**config.mk**
```make
export PLATFORM = sky130hd
export DESIGN_NAME = rx_byte_packer
export DESIGN_NICKNAME = d
export VERILOG_FILES = /design/src/rtl/rx_pkg.sv /design/src/rtl/rx_crc16.sv /design/src/rtl/rx_byte_packer.sv
export SDC_FILE = /design/constraint.sdc
export NUM_CORES = 1
export LEC_CHECK = 0
export ABC_CLOCK_PERIOD_IN_PS = 3950
export BUFFER_PORTS_ARGS = -buffer_cell sky130_fd_sc_hd__buf_4
export CAP_MARGIN = 20
export CORE_AREA = 3 3 69 71
export DETAILED_ROUTE_END_ITERATION = 8
export DIE_AREA = 0 0 72 74
export PLACE_DENSITY = 0.72
export SLEW_MARGIN = 15
export SYNTH_ARGS = -nofsm -noshare
export SYNTH_HDL_FRONTEND = slang
export SYNTH_SLANG_ARGS = --single-unit
```
**constraint.sdc**
```tcl
create_clock -name w_clk -period 3.95 [get_ports w_clk]
set_input_delay 0 -clock w_clk [delete_from_list [all_inputs] [get_ports w_clk]]
set_output_delay 0 -clock w_clk [all_outputs]
set_load 0.01 [all_outputs]
```
**src/rtl/rx_pkg.sv**
```systemverilog
// Shared definitions for the receive byte packer: FSM state encoding,
// Gen2 CRC-16 constants and the partial-byte padding helper.
package rx_pkg;

   typedef enum logic [2:0] {
      IDLE    = 3'd0,
      COLLECT = 3'd1,
      PUSH    = 3'd2,
      DROP    = 3'd3,
      DONE    = 3'd4
   } rx_state_e;

   localparam logic [15:0] CRC16_POLY    = 16'h1021;
   localparam logic [15:0] CRC16_PRESET  = 16'hFFFF;
   localparam logic [15:0] CRC16_RESIDUE = 16'h1D0F;

   // Move the n received bits of a partial byte into their final positions
   // and zero-fill the slots that were never received.
   function automatic logic [7:0] pad_partial(input logic [7:0] sh,
                                              input logic [2:0] n,
                                              input logic       msb_first);
      logic [3:0] gap;
      gap = 4'd8 - {1'b0, n};
      if (msb_first)
         return sh << gap;
      else
         return sh >> gap;
   endfunction

endpackage

```
**src/rtl/rx_crc16.sv**
```systemverilog
// Serial bit-wise Gen2 CRC-16 (x^16 + x^12 + x^5 + 1), MSB-first feedback.
// init presets the register; enable folds bit_in into it.
module rx_crc16
   import rx_pkg::*;
(
   input  logic        w_clk,
   input  logic        reset_n,
   input  logic        init,
   input  logic        enable,
   input  logic        bit_in,
   output logic [15:0] crc
);

   logic fb;

   assign fb = crc[15] ^ bit_in;

   // Shift one bit per enabled cycle; preset has priority over a data bit.
   always_ff @(posedge w_clk or negedge reset_n) begin
      if (!reset_n)
         crc <= CRC16_PRESET;
      else if (init)
         crc <= CRC16_PRESET;
      else if (enable)
         crc <= {crc[14:0], 1'b0} ^ (fb ? CRC16_POLY : 16'h0000);
   end

endmodule

```
**src/rtl/rx_byte_packer.sv**
```systemverilog
// Packs decoded serial bits into bytes and pushes them into the receive FIFO,
// tracking per-frame byte count, overflow and trailing partial bits.
// Optional build macro RX_CRC16_CHECK_EN adds a Gen2 CRC-16 check and the
// crc_ok status output.
module rx_byte_packer
   import rx_pkg::*;
#(
   parameter int MAX_BYTES = 64,
   parameter int CNT_W     = 7,
   parameter bit MSB_FIRST = 1'b1
)(
   input  logic             w_clk,
   input  logic             reset_n,
   input  logic             en,
   input  logic             frame_start,
   input  logic             frame_end,
   input  logic             bit_valid,
   input  logic             bit_in,
   input  logic             fifo_full,
   output logic             fifo_write,
   output logic [7:0]       fifo_data,
   output logic             frame_done,
   output logic [CNT_W-1:0] byte_count,
   output logic [2:0]       trailing_bits,
   output logic             overflow,
   output logic             busy
`ifdef RX_CRC16_CHECK_EN
   ,
   output logic             crc_ok
`endif
);

   rx_state_e  state;
   logic [7:0] shift_q;
   logic [2:0] bit_cnt;
   logic       end_pending;

   logic [7:0] sh_nxt;
   logic [2:0] cnt_nxt;
   logic [7:0] cur_sh;
   logic [2:0] cur_cnt;
   logic       byte_done;
   logic       push_accept;

   // Next shift-register value and bit count assuming bit_in is taken now;
   // cur_* reflect the register after this cycle's bit (if any) for end handling.
   always_comb begin
      sh_nxt      = MSB_FIRST ? {shift_q[6:0], bit_in} : {bit_in, shift_q[7:1]};
      cnt_nxt     = bit_cnt + 3'd1;
      cur_sh      = bit_valid ? sh_nxt  : shift_q;
      cur_cnt     = bit_valid ? cnt_nxt : bit_cnt;
      byte_done   = bit_valid && (bit_cnt == 3'd7);
      push_accept = bit_valid && !end_pending;
   end

   assign fifo_write = (state == PUSH) && !fifo_full && en;
   assign busy       = (state != IDLE);

   // Frame FSM with registered status outputs and the byte hold register.
   always_ff @(posedge w_clk or negedge reset_n) begin
      if (!reset_n) begin
         state         <= IDLE;
         shift_q       <= 8'h00;
         bit_cnt       <= 3'd0;
         end_pending   <= 1'b0;
         fifo_data     <= 8'h00;
         frame_done    <= 1'b0;
         byte_count    <= '0;
         trailing_bits <= 3'd0;
         overflow      <= 1'b0;
      end else begin
         frame_done <= 1'b0;
         if (!en) begin
            state       <= IDLE;
            end_pending <= 1'b0;
         end else if (frame_start) begin
            // Start (or restart) a frame; a concurrent bit is discarded.
            state         <= COLLECT;
            bit_cnt       <= 3'd0;
            end_pending   <= 1'b0;
            byte_count    <= '0;
            trailing_bits <= 3'd0;
            overflow      <= 1'b0;
         end else begin
            case (state)
               IDLE: ;
               COLLECT: begin
                  if (bit_valid) begin
                     shift_q <= sh_nxt;
                     bit_cnt <= cnt_nxt;
                  end
                  if (byte_done) begin
                     fifo_data   <= sh_nxt;
                     end_pending <= frame_end;
                     state       <= PUSH;
                  end else if (frame_end) begin
                     if (cur_cnt == 3'd0) begin
                        state      <= DONE;
                        frame_done <= 1'b1;
                     end else begin
                        fifo_data     <= pad_partial(cur_sh, cur_cnt, MSB_FIRST);
                        trailing_bits <= cur_cnt;
                        bit_cnt       <= 3'd0;
                        end_pending   <= 1'b1;
                        state         <= PUSH;
                     end
                  end
               end
               PUSH: begin
                  if (frame_end)
                     end_pending <= 1'b1;
                  if (push_accept) begin
                     shift_q <= sh_nxt;
                     bit_cnt <= cnt_nxt;
                  end
                  if (fifo_write) begin
                     if (byte_count < CNT_W'(MAX_BYTES))
                        byte_count <= byte_count + 1'b1;
                     if (push_accept && byte_done) begin
                        // Held byte leaves on this edge, so the new one takes its place.
                        fifo_data <= sh_nxt;
                        state     <= PUSH;
                     end else if (end_pending || frame_end) begin
                        state      <= DONE;
                        frame_done <= 1'b1;
                     end else begin
                        state <= COLLECT;
                     end
                  end else if (push_accept && byte_done) begin
                     // Second byte completed with the first still stuck: frame is lost.
                     overflow <= 1'b1;
                     if (frame_end) begin
                        state      <= DONE;
                        frame_done <= 1'b1;
                     end else begin
                        state <= DROP;
                     end
                  end
               end
               DROP: begin
                  if (frame_end) begin
                     state      <= DONE;
                     frame_done <= 1'b1;
                  end
               end
               DONE: state <= IDLE;
               default: state <= IDLE;
            endcase
         end
      end
   end

`ifdef RX_CRC16_CHECK_EN
   logic        crc_init;
   logic        crc_en;
   logic [15:0] crc_val;

   assign crc_init = en && frame_start;
   assign crc_en   = en && !frame_start && bit_valid &&
                     ((state == COLLECT) || ((state == PUSH) && !end_pending));

   rx_crc16 u_crc (
      .w_clk   (w_clk),
      .reset_n (reset_n),
      .init    (crc_init),
      .enable  (crc_en),
      .bit_in  (bit_in),
      .crc     (crc_val)
   );

   // Latch the frame's CRC verdict while the FSM sits in DONE.
   always_ff @(posedge w_clk or negedge reset_n) begin
      if (!reset_n)
         crc_ok <= 1'b0;
      else if (en && (state == DONE))
         crc_ok <= (crc_val == CRC16_RESIDUE) && (trailing_bits == 3'd0);
   end
`endif

endmodule

```
; Yosys cells after proc, flatten, opt, wreduce, memory -nomap -nowiden
; Cells that the tools add are included.
[totals]
reg_bits = 35
inputBits = 8
word_cells = 121
[op_classes]
n_addsub = 3
n_lt_le_gt_ge = 1
n_eq_ne = 20
n_shift = 1
n_mux = 59
n_bitwise = 1
n_reduce_logical = 27
[op_table]
columns = cell, count
row1 = 3-bit two-way mux, 22
row2 = 8-bit two-way mux, 7
row3 = 8-bit case mux with 2 select lines, 2
row4 = 7-bit two-way mux, 4
row5 = 1-bit two-way mux, 20
row6 = 4-bit AND reduction, 5
row7 = 2-bit nonzero test, 7
row8 = 3-bit inequality test (second input constant), 4
row9 = 3-bit case mux with 4 select lines, 1
row10 = 2-bit inequality test (second input constant), 5
row11 = 5-bit inequality test (second input constant), 2
row12 = 4-bit inequality test (second input constant), 2
row13 = 8-bit by 4-bit left shift with 8-bit output, 1
row14 = 7-bit by 1-bit adder with 7-bit output (second input constant), 1
row15 = 7-bit less-than comparator (second input constant), 1
row16 = 7-bit AND reduction, 1
row17 = 3-bit by 2-bit equality test with 1-bit output (second input constant), 2
row18 = 3-bit zero test, 2
row19 = 3-bit case mux with 2 select lines, 1
row20 = 3-bit nonzero test, 2
row21 = 1-bit logical AND, 5
row22 = 5-bit by 4-bit inequality test with 1-bit output (second input constant), 1
row23 = 5-bit AND reduction, 1
row24 = 4-bit by 1-bit inequality test with 1-bit output (second input constant), 1
row25 = 11 further kinds, 12

; Longest topological paths before layout
[logic_depth]
depth_word = 9
ltp_mapped = 10

; Least setup slack after synthesis
; OpenSTA, ideal clock, no wires.
[synth_timing]
path_type = reg-to-reg
from = reg bit_cnt[0]
to = reg fifo_data[0]
setup_time_ns = 0.065
t_arrival_ns = 2.654
path_slack_ns = 1.231
path_stages_with_launch = 10
path_buffers = 2
synth_period_minus_slack_ns = 2.719
path_cell_list = dfrtp_1 -> clkbuf_1 -> clkbuf_1 -> xnor2_1 -> ha_1 -> ha_1 -> a311oi_1 -> nand2_1 -> o311ai_0 -> o21a_1
[synth_between]
elab_chain_len = 8
elab_cells_between_ends = 16
[synth_rtl]
columns = item, line
row1 = start: declaration, rx_byte_packer.sv:35  ; logic [2:0] bit_cnt;
row2 = start signal: assignment, rx_byte_packer.sv:90  ; bit_cnt <= cnt_nxt;
row3 = start signal: assignment, rx_byte_packer.sv:114  ; bit_cnt <= cnt_nxt;
row4 = 3-bit by 1-bit adder with 3-bit output, rx_byte_packer.sv:49  ; cnt_nxt = bit_cnt + 3'd1;
row5 = 3-bit two-way mux, rx_byte_packer.sv:51  ; cur_cnt = bit_valid ? cnt_nxt : bit_cnt;
row6 = 4-bit by 3-bit subtractor with 4-bit output, rx_pkg.sv:23  ; gap = 4'd8 - {1'b0, n};
row7 = 8-bit by 4-bit left shift with 8-bit output, rx_pkg.sv:25  ; return sh << gap;
row8 = 8-bit two-way mux, rx_byte_packer.sv:97  ; if (cur_cnt == 3'd0) begin
row9 = 8-bit two-way mux, rx_byte_packer.sv:96  ; end else if (frame_end) begin
row10 = 8-bit two-way mux, rx_byte_packer.sv:92  ; if (byte_done) begin
row11 = 8-bit case mux with 2 select lines, rx_byte_packer.sv:85  ; case (state)
row12 = end signal: assignment, rx_byte_packer.sv:93  ; fifo_data <= sh_nxt;
row13 = end signal: assignment, rx_byte_packer.sv:101  ; fifo_data <= pad_partial(cur_sh, cur_cnt, MSB_FIRST);
row14 = end signal: assignment, rx_byte_packer.sv:121  ; fifo_data <= sh_nxt;
row15 = end: declaration, rx_byte_packer.sv:21  ; output logic [7:0] fifo_data,
; Parallel ways exist; a longest one is shown, timed or not. The select of a mux whose other input is x is not followed.
; A chain may end at the register's enable or synchronous reset.

; Worst setup path after layout
[layout_timing]
from = reg bit_cnt[1]
to = reg fifo_data[0]
; Same word-level chain as after synthesis.

==> flow_results.org <==
** Run status
- The flow ran to the end, but the final reports show violations.
- Failing checks :: negative hold slack

** Yosys
- Ys async rst share :: 1.00
- The cell area that synthesis handed to floorplanning was 2290 µm².
- Yosys mapped a number of flops with a built-in enable equal to 0.
- Count of state elements after synthesis :: 35
- Net count after synthesis :: 246
- Average cell area after synthesis :: 9.83 µm²
- The complex-gate fraction of the synthesized area is 0.217.
- Post-synthesis share of cell area spent on full adders, half adders and majority gates :: 0.0273
- For this run, the number of Yosys warnings is 0.
- The most used flip-flop cell after synthesis is sky130_fd_sc_hd__dfrtp_1.
- Synthesis produced a netlist whose cell count is 233.
- Area share of xor/xnor cells in the synthesized design :: 0.0230
- In this run, distinct cell masters in the synthesized netlist total 57.
- Mux share of post-synthesis cell area :: 0.107
- Main combinational cell family by area after synthesis :: compound AO/OA/AOI/OAI gates
- Share of synthesized area occupied by flip-flops and latches :: 0.383
- Share of synthesized cell area in and, or, nand and nor gates :: 0.192

** Worst setup path
- Slowest-stage cell, CP :: sky130_fd_sc_hd__a311oi_1
- Crit-path cells :: ha_1, mux2i_1, ha_1, ha_1, a311oi_1, nand2_1, o311ai_0, o21a_1
- Critical path's largest stage delay :: 460 ps
- In this run the critical register-to-register path is launched from bit_cnt[1].
- Critical path startpoint :: bit_cnt[1]
- Data arrives at the worst endpoint at 2980 ps.
- Class of the most critical setup path :: reg -> reg
- STA classifies the critical path startpoint as a flop.
- Top fanout value on the critical path :: 7
- Critical Path End Type :: flop
- CP bufs+invs :: 0
- CP required :: 4180 ps
- Among cell families on the critical path, the largest total delay comes from compound AO/OA/AOI/OAI gates.
- Worst path most repeated cell :: sky130_fd_sc_hd__ha_1

** Layout
- Share of cells above drive strength 1 :: 0.259
- The repair_antennas step left the layout with diodes totalling 0.
- Compared with the post-synthesis result, the final layout area differs by 16.0%.
- The final layout contains 271 nets.
- Post-route cell area :: 2660 µm²
- Fill cell instance count of the final layout :: 374

** STA
- Share of the clock period used by the worst path after layout :: 0.695
- Slew HR :: 0.517
- Setup violation total in the final timing report :: 0
- Derived from the worst setup path, the maximum achievable clock frequency is 0.364 GHz.
- Transition at the pin with the smallest max-transition slack :: 722 ps
- The total count of hold-check failures in the final report was 1.
- The clock arrives with 7.71 ps of skew.
- On the final layout, the worst hold slack is -4.40 ps.
- The number of pins exceeding their max-slew limit in the final report came to 0.
- Setup repair after global routing left no endpoint under its margin.
- Post-route minimum period :: 2750 ps
- Post-Route Setup TNS :: 0 ps

** Placed design
- Input and output buffers added on the ports amount to 29.
- At the end of routability-driven placement, the weighted congestion stood at 0.846.
- Detailed placer's ending HPWL :: 3700 µm
- In this run the cell area measured after placement is 2490 µm².

** Die
- Number of I/O pins :: 30
- Total core area :: 4290 µm²
- The die is 74 µm tall.
- Number of rows in the core area :: 24
- For this configuration, the core starts out at a cell density of 0.533.
- Die footprint :: 5330 µm²
- Overall die width :: 72 µm

** Drt
- The routed design has 5120 µm of wire.
- For this block, the initial DRC count from the detailed router was 170.
- Using the TritonRoute via totals, the vias-per-cell ratio works out to 6.16.
- Number of remaining DRC errors :: 0
- Dividing the detail-routed wire length by the instance count gives 16.5 µm.
- Vias post-DR :: 1915
- DRT antenna net count :: 0
- The first detailed-routing pass ran for 4 iterations.

** Clocking
- The root buffer cell chosen for the clock tree is sky130_fd_sc_hd__clkbuf_8.
- Worst-skew pair later-pin latency :: 290 ps
- CTS HTree Levels :: 2
- The clock passes through at most 2 buffers.
- After clock tree synthesis, the clock-pin slew on the worst setup and hold paths is 70 ps.
- Sink Count :: 35
- TritonCTS built the clock tree.
- Number of gates given a new drive strength after cts :: 0
- Clock tree synthesis inserted a total of 5 buffers.
- Number of setup buffers added after CTS :: 0

** Global routing
- After global routing the overflow that remains totals 0.
- Entering global routing, the biggest net connects 36 pins.
- The first global-routing pass estimated 8710 µm of wire.
- All-Layer GR Usage :: 0.209
- The initial antenna violation count was 0.
- Via count of the first global-routing pass :: 1820

** Min path
- Hold path startpoint :: fifo_full
- Hold Path Class :: in -> reg

** Job
- Across the run, the number of max-cap violations was 0.

** Pwr
- Of the total power, the share spent switching nets is 0.280.
- The share of total power dissipated in combinational logic is 0.233.
- Summed over all nets, the switching power comes to 0.000308 W.
- Reported leakage power :: 1.13 nW
- Portion of total power attributed to sequential cells :: 0.413
- Design internal power :: 0.000791 W
- Dividing total power by cell area gives a power density of 414 nW/µm².
- Tot Pwr :: 0.00110 W
- Peak supply drop :: 0.257 mV
- Clk pwr share :: 0.354
## cell usage in the layout (no fill, tap or decap), types with 4 or more instances in the layout
cell type                   Yosys  final
sky130_fd_sc_hd__a21oi_1        5      5
sky130_fd_sc_hd__a2bb2oi_1      4      4
sky130_fd_sc_hd__a31oi_1        4      4
sky130_fd_sc_hd__buf_4          0     30
sky130_fd_sc_hd__clkbuf_8       0      5
sky130_fd_sc_hd__dfrtp_1       35     35
sky130_fd_sc_hd__ha_1           5      5
sky130_fd_sc_hd__inv_1          7      7
sky130_fd_sc_hd__mux2_2        15     15
sky130_fd_sc_hd__nand2_1       18     18
sky130_fd_sc_hd__nand2b_1       8      8
sky130_fd_sc_hd__nand3_1        6      6
sky130_fd_sc_hd__nor2_1        14     14
sky130_fd_sc_hd__nor2b_1        6      6
sky130_fd_sc_hd__o211ai_1       7      7
sky130_fd_sc_hd__o21a_1         4      4
sky130_fd_sc_hd__o21ai_0        7      7
sky130_fd_sc_hd__o22ai_1        6      6
sky130_fd_sc_hd__xor2_1         4      4
## repair_timing
action,CTS,global route
hold buffers,3,0
hold endpoints to repair,41,0
endpoints found under the setup margin,0,0
## power groups by stage
stage | logic (W) | registers [W] | clock network [W]
global placement | 0.000252 | 0.000460 | 0
detailed placement | 0.000255 | 0.000461 | 0
CTS | 0.000259 | 0.000454 | 0.000396
finish | 0.000256 | 0.000454 | 0.000389
global route | 0.000282 | 0.000463 | 0.000410
floorplan | 0.000147 | 0.000464 | 0
## area by class of cell
cell class	count	area [µm²]	share of cell area
multi-input cells	176	1300	0.488
well taps	52	65.1	0.0245
clock buffers	5	68.8	0.0259
flip-flops and latches	35	876	0.330
inverters	7	26.3	0.00990
repair buffers	33	255	0.0961
clock inverters	3	67.6	0.0254
## synth_stat cells (all sizes together), types with 2 or more instances
library cell	instances	area (µm²)
a21o	2	15.0
a21oi	8	51.3
a22oi	2	15.0
a2bb2oi	4	35.0
a311oi	3	26.3
a31oi	4	25.0
a32o	3	30.0
a32oi	2	17.5
a41oi	2	17.5
and2	3	18.8
buf	9	68.8
clkbuf	6	22.5
dfrtp	35	876
ha	5	62.6
inv	7	26.3
mux2	15	169
mux2i	3	30.0
mux4	2	45.0
nand2	18	67.6
nand2b	8	50.1
nand3	6	30.0
nand4	3	18.8
nor2	17	71.3
nor2b	6	37.5
nor3	3	20.0
nor3b	4	35.0
nor4b	2	17.5
o211ai	7	52.6
o21a	4	30.0
o21ai	8	40.0
o22ai	6	37.5
o311ai	2	17.5
o31ai	3	22.5
or3b	2	17.5
xnor2	2	17.5
xor2	4	35.0
## stage by stage
stage	worst slack (ps)	hold slack, ps	util	cells
floorplan	1230	-296	-	233
global placement	1300	-22.2	0.580	300
detailed placement	1220	-13.0	0.580	300
CTS	1200	1.66	0.618	311
global route	991	6.48	0.618	311
finish	1200	-4.40	0.618	311
## logic make-up after synthesis
family,Yosys count
and+or+nand+nor,79
AOI/OAI and AO/OA,66
DFF,35
muxes,20
xor gates and xnor gates,6
adders and majority gates,5
buffers and inverters,22
## per-layer routing
| metal | share of wire | GRT usage | vias up | wire length, µm |
|---|---|---|---|---|
| li1 | - | - | 926 | - |
| met5 | 0 | 0 | - | 0 |
| met2 | 0.50 | 0.346 | 56 | 2550 |
| met4 | 0.013 | 0.0647 | 0 | 66 |
| met1 | 0.44 | 0.274 | 925 | 2240 |
| met3 | 0.052 | 0.0473 | 8 | 264 |
## state kept, by name (all words and copies together), names as in the netlist
register and flops:
fifo_data 8, shift_q 8, byte_count 7, bit_cnt 3, state 3, trailing_bits 3
end_pending 1, frame_done 1, overflow 1
## worst register-to-register path, delay by kind of cell, from the launching register on
| kind | cells | cell delay (ps) |
|---|---|---|
| flip-flops | 1 | 410 |
| AND/OR/NAND/NOR | 1 | 180 |
| multiplexers | 1 | 280 |
| adder cells (fa/ha/maj) | 3 | 850 |
| AO/OA/AOI/OAI | 3 | 960 |
## worst paths after layout
check / to / slack [ps] / depth (start not counted)
max in group asynchronous: shift_q[6] / 3430 / 2
setup / recovery: fifo_data[0] / 1200 / 8
hold reg to reg: fifo_data[1] / 490 / 1
min in group asynchronous: frame_done / 190 / 2
setup reg to reg: fifo_data[0] / 1200 / 8
hold / removal: overflow / -4 / 3
No activity file was read; power rests on OpenSTA's default activity.
